**config.mk**
```make
export PLATFORM = sky130hd
export DESIGN_NAME = fetch_seq
export DESIGN_NICKNAME = d
export VERILOG_FILES = /design/src/rtl/fetch_seq.sv
export SDC_FILE = /design/constraint.sdc
export NUM_CORES = 1
export LEC_CHECK = 0
export CAP_MARGIN = 40
export CORE_MARGIN = 4
export CORE_UTILIZATION = 35
export DETAILED_ROUTE_END_ITERATION = 7
export PLACE_DENSITY_LB_ADDON = 0.3
export SLEW_MARGIN = 10
export SYNTH_ARGS = -nofsm -noshare
export SYNTH_HDL_FRONTEND = slang
export SYNTH_SLANG_ARGS = --single-unit
```
**constraint.sdc**
```tcl
create_clock -name clk_i -period 2.2 [get_ports clk_i]
set_clock_uncertainty 0.05 [all_clocks]
set_input_delay 0.44 -clock clk_i [delete_from_list [all_inputs] [get_ports clk_i]]
set_output_delay 0.44 -clock clk_i [all_outputs]
set_load 0.02 [all_outputs]
```
**src/rtl/fetch_seq.sv**
```systemverilog
// Instruction fetch/sequencing stage: fetches over req/ack into the IR, holds it
// through execute, and resolves JMP/BRC/BRZ into the program counter.
//
// state  | meaning
// FETCH  | request imem[pc], wait for ack, load IR
// DECODE | IR visible to control unit, no request, no execute
// EXEC   | datapath acts; leave and update pc on exec_ready_i
module fetch_seq #(
    parameter int                ADDR_W   = 8,
    parameter int                OPND_W   = 8,
    parameter logic [ADDR_W-1:0] RESET_PC = 8'h00
) (
    input  logic                clk_i,
    input  logic                rst_i,
    output logic                imem_req_o,
    output logic [ADDR_W-1:0]   imem_addr_o,
    input  logic                imem_ack_i,
    input  logic [OPND_W+3:0]   imem_data_i,
    output logic [3:0]          op_o,
    output logic [OPND_W-1:0]   operand_o,
    output logic                exec_valid_o,
    input  logic                exec_ready_i,
    input  logic                carry_i,
    input  logic                zero_i,
    output logic [ADDR_W-1:0]   pc_o,
    output logic [1:0]          state_o
);

    typedef enum logic [1:0] {
        FETCH  = 2'd0,
        DECODE = 2'd1,
        EXEC   = 2'd2
    } state_t;

    localparam logic [3:0] OP_BRC = 4'b0101;
    localparam logic [3:0] OP_BRZ = 4'b0110;
    localparam logic [3:0] OP_JMP = 4'b0111;

    state_t              state;
    state_t              state_nxt;
    logic [ADDR_W-1:0]   pc;
    logic [ADDR_W-1:0]   pc_nxt;
    logic [3:0]          ir_op;
    logic [OPND_W-1:0]   ir_opnd;
    logic                load_ir;
    logic                take_branch;
    logic [ADDR_W-1:0]   target;

    assign target = ADDR_W'(ir_opnd);

    always_ff @(posedge clk_i) begin
        if (rst_i) begin
            state   <= FETCH;
            pc      <= RESET_PC;
            ir_op   <= 4'h0;
            ir_opnd <= '0;
        end else begin
            state <= state_nxt;
            pc    <= pc_nxt;
            if (load_ir) begin
                ir_op   <= imem_data_i[OPND_W+3:OPND_W];
                ir_opnd <= imem_data_i[OPND_W-1:0];
            end
        end
    end

    always_comb begin
        take_branch = 1'b0;
        case (ir_op)
            OP_JMP:  take_branch = 1'b1;
            OP_BRC:  take_branch = carry_i;
            OP_BRZ:  take_branch = zero_i;
            default: take_branch = 1'b0;
        endcase
    end

    always_comb begin
        state_nxt = state;
        pc_nxt    = pc;
        load_ir   = 1'b0;
        case (state)
            FETCH: begin
                if (imem_ack_i) begin
                    load_ir   = 1'b1;
                    state_nxt = DECODE;
                end
            end
            DECODE: begin
                state_nxt = EXEC;
            end
            EXEC: begin
                if (exec_ready_i) begin
                    pc_nxt    = take_branch ? target : pc + 1'b1;
                    state_nxt = FETCH;
                end
            end
            default: begin
                state_nxt = FETCH;
            end
        endcase
    end

    // Request is masked during the reset cycle so memory never sees a stale address.
    assign imem_req_o   = (state == FETCH) && !rst_i;
    assign imem_addr_o  = pc;
    assign exec_valid_o = (state == EXEC);
    assign op_o         = ir_op;
    assign operand_o    = ir_opnd;
    assign pc_o         = pc;
    assign state_o      = state;

endmodule

```
After elaboration in Yosys (flattened, before gate mapping) --
Cells that the tools add are included.
Word-level totals: output and inout bits 32, word-level logic and storage cells 24, flip-flop bits (word level) 22, input port bits 18
Cells by class: $add $sub $neg 1, multiplexer cells 7, reductions and logical operators 5, equal/unequal tests 7
Operator list (number):
- $eq 4x3->1 const B | 3
- $add 8x1->8 const B | 1
- $mux 8 | 1
- $pmux 2 s3 | 1
- $mux 2 | 2
- $reduce_and 2->1 | 2
- $pmux 1 s3 | 1
- $eq 2x1->1 const B | 1
- $eq 2x2->1 const B | 1
- $logic_not 2->1 | 1
- $mux 1 | 2
- $ne 2x1->1 const B | 1
- $ne 2x2->1 const B | 1
- $logic_and 1x1->1 | 1
- $logic_not 1->1 | 1

Longest topological paths before layout --
Gate-level depths: netlist (run 1).
depth in word-level cells 3, gate-level depth with buffers 5, depth with buffers taken out 5

Worst setup path after synthesis (run 1) --
No wires, ideal clock.
kind register to register, start point reg pc[0], in the netlist imem_addr_o[0], end point reg pc[6], in the netlist imem_addr_o[6], cell stages (with the launch flop) 6, library setup time 0.070 ns, path slack 0.721 ns, buffers on the path 0, required time 2.080 ns, clock period less this slack 1.479 ns, arrival time 1.359 ns, cells stage by stage dfxtp_1 > ha_1 > and3_1 > a31oi_1 > a211o_1 > a21oi_1
On the way: word-level cells in the longest chain between the ends 2
Ends and longest elaborated chain:
- start: declaration | RTL line 41 | logic [ADDR_W-1:0] pc;
- start signal: assignment | RTL line 59 | pc <= pc_nxt;
- $add 8x1->8 | RTL line 93 | pc_nxt = take_branch ? target : pc + 1'b1;
- $mux 8 | RTL line 93
Every way passes these cells. A chain may end at the register's enable or synchronous reset.

Worst setup path after layout (run 1) --
start point reg state[1], in the netlist state_o[1], end point out exec_valid_o
On the way: word-level cells in the longest chain between the ends 1
Ends and longest elaborated chain:
- start: declaration | RTL line 39 | state_t state;
- start signal: assignment | RTL line 58 | state <= state_nxt;
- $eq 2x2->1 | RTL line 106 | assign exec_valid_o = (state == EXEC);
- end: declaration | RTL line 21 | output logic exec_valid_o,
Every way passes these cells.

==> metrics.md, run 1 <==
| Metric | Value |
|---|---|
| Clock slew at reported path FFs | `0.12 ns` |
| Core Box Area | `2850 um2` |
| Num Clock Sinks | `22` |
| WS Path Type | `flip-flop to output pin` |
| # fillers | `287` |
| Worst Tran Pin Value | `0.410 ns` |
| Die area | `4060 um2` |
| Setup Viol. Count Final | `0` |
| Area added between synthesis and finish | `44.1%` |
| Fmax | `0.483 GHz` |
| # IOs | `50` |
| Synth unique cells | `30` |
| Crit share post-route | `94.1%` |
| Seq cells post-synth | `22` |
| Global Route Usage Sum | `14.1%` |
| Peak VDD IR | `0.000238 V` |
| Rows | `19` |
| CTS tree | `built` |
| Fin. Hold Viols | `0` |
| First-pass GRT wire length | `4.57 mm` |
| Final Max Tran Viols | `0` |
| # diodes | `0` |
| Vias/cell | `5.26` |
| Clk Latency, worst-skew pair | `0.31 ns` |
| Initial DRC count | `34` |
| Final instance area | `1570 um2` |
| Max_cap viols | `0` |
| Mapped Cells | `138` |
| ANT nets after route | `0` |
| GR Overflow Total | `0` |
| Worst slack, placed | `-0.0826 ns` |
| Placer Congestion | `0.716` |
| Arr. time, crit path | `1.58 ns` |
| Post-detail-place hpwl | `2.16 mm` |
| Vias | `1099` |
| Die Height | `63.7 um` |
| Status | `finished clean` |
| Largest net degree at the start of global routing | `23` |
| Slew HR | `72.7%` |
| Ratio of cells with drive above 1 in the final layout | `3.37%` |
| Dpl cell area | `1530 um2` |
| Antenna violations before repair | `0` |
| Routed wire per std cell | `13.5 um` |
| CP max FO | `7` |
| Power Density | `520 nW/um2` |
| Crit start category | `flip-flop` |
| Minimum clock period | `2.07 ns` |
| Remaining routing DRC violations | `0` |
| CTS root buf | `clkbuf_4` |
| Final #Nets | `198` |
| Port Buf Inserts | `49` |
| Post-CTS Hold Buffers | `0` |
| Hold WC Path Type | `flip-flop to flip-flop` |
| Final core utilization | `54.9%` |
| Yosys warns | `0` |
| Post-Syn Area | `1090 um2` |
| Initial core utilization | `38.1%` |
| Unrepaired setup endpoints after global routing | `no` |
| First-pass DRT Iterations | `4` |
| Total Wirelength | `2.83 mm` |
| Setup bufs post-CTS | `0` |
| H-Tree Depth | `1` |
| Leak | `0.598 nW` |
| Die Wd | `63.7 um` |
| Synthesized area per cell | `7.87 um2` |
| Syn nets | `157` |
| Type of element capturing the critical path | `output pin` |
| Worst Setup Slack, final | `0.129 ns` |
| Vias in the first global route | `1015` |
| Post-synthesis sequential area ratio | `40.6%` |
| Total CTS buffers | `3` |
| Worst EP required | `1.71 ns` |
| CTS Buffer Depth | `2` |
| Hold Slack | `0.433 ns` |
-- worst paths after layout --
kind	start	end	slack (ns)	depth (start not counted)
setup / recovery	state_o[1]	exec_valid_o	0.13	2
hold / removal	op_o[0]	op_o[0]	0.43	2
setup reg to reg	imem_addr_o[0]	imem_addr_o[6]	0.71	5
hold reg to reg	op_o[0]	op_o[0]	0.43	2
-- stage by stage --
step / std cells / power [mW] / TNS (ns)
after detailed placement: 205 / 0.600 / -0.0826
final: 209 / 0.814 / 0
after global placement: 205 / 0.596 / -0.0473
after floorplan: 138 / 0.515 / 0
after CTS: 209 / 0.825 / 0
after global routing: 209 / 0.852 / 0
-- cells in the mapped netlist --
cell type,n,share of area (%)
mux2i_1,7,6.5
buf_2,1,0.46
buf_6,1,1.0
a31oi_1,2,1.2
nor3b_1,1,0.69
and2_1,2,1.2
inv_1,7,2.4
clkbuf_1,3,1.0
and3_1,1,0.58
nand3b_1,1,0.69
dfxtp_1,22,41
nor2b_1,2,1.2
buf_4,8,5.5
nand2_1,29,10
a211o_1,2,1.6
nor3_1,1,0.46
and4_1,1,0.81
a211oi_1,1,0.69
nor2_1,9,3.1
a211o_2,1,0.92
and3b_1,1,0.81
nand2b_1,2,1.2
a21oi_1,20,9.2
ha_1,1,1.2
nand4_1,1,0.58
clkbuf_2,1,0.46
nand3_1,4,1.8
or2_0,1,0.58
o21ai_0,1,0.46
o32ai_1,4,3.2
-- layout make-up --
cell class / instances / area [um2] / area share (%)
clock buffer: 4 / 36.3 / 2.32
inverter: 7 / 26.3 / 1.68
multi-input combinational: 95 / 527 / 33.7
sequential: 22 / 440 / 28.1
tap: 31 / 38.8 / 2.48
timing repair buffer: 50 / 497 / 31.7
-- power breakdown --
| group | switching (mW) | internal (mW) |
|---|---|---|
| clock | 0.125 | 0.101 |
| sequential | 0.0172 | 0.416 |
| combinational | 0.0763 | 0.0790 |
| total | 0.218 | 0.596 |
-- logic make-up (layout without fill, tap and decap cells) --
group,after synthesis,after routing,share of synthesized area (%)
and+or+nand+nor,56,56,23.6
AOI/OAI and AO/OA,31,31,17.3
DFF,22,22,40.6
buffers and inverters,21,61,10.9
muxes,7,7,6.45
adders and majority gates,1,1,1.15
-- repair_timing --
item,4_1_cts,5_1_grt
endpoints found under the hold margin,0,0
setup endpoints to repair,1,0
gates resized for setup,1,0
-- sequential cells by signal, indices dropped and copies added, names as in the netlist --
name	count
imem_addr_o	8
op_o	4
operand_o	8
state_o	2
-- per-layer routing --
metal / global-route usage [%] / wire [um] / up-vias
met5: 0 / 0 / -
met4: 5.93 / 44 / 0
met3: 5.86 / 265 / 7
met2: 24.0 / 1360 / 46
met1: 15.5 / 1150 / 498
li1: - / - / 548
-- critical path: stages, from the launching register on --
cell             delay (ns)
dfxtp_1                0.44
nor2b_1                0.20
clkdlybuf4s50_1        0.63
-- cells in the final DEF, fill, tap and decap left out --
cell type / n
inv_1: 7
or2_0: 1
clkbuf_4: 3
buf_4: 1
dfxtp_1: 22
and3b_1: 1
dlygate4sd2_1: 1
and3_1: 1
nand3_1: 4
nand4_1: 1
nor3_1: 1
and4_1: 1
o32ai_1: 4
and2_1: 2
nor2b_1: 2
a21oi_1: 20
a211oi_1: 1
a211o_2: 1
a31oi_1: 2
o21ai_0: 1
clkdlybuf4s50_1: 48
ha_1: 1
nor3b_1: 1
nor2_1: 9
nand2_1: 29
a211o_1: 2
nand2b_1: 2
mux2i_1: 7
clkbuf_8: 1
nand3b_1: 1
Note: power is estimated with default switching activity, not from simulation.
==> run 2: changes to the inputs <==
--- a/config.mk
+++ b/config.mk
@@ -8,6 +8,7 @@
 export CAP_MARGIN = 40
 export CORE_MARGIN = 4
 export CORE_UTILIZATION = 35
+export CTS_CLUSTER_SIZE = 24
 export DETAILED_ROUTE_END_ITERATION = 7
 export PLACE_DENSITY_LB_ADDON = 0.3
 export SLEW_MARGIN = 10
==> results of run 2 <==
The final DEF is identical to that of run 1; final timing and power are the same.
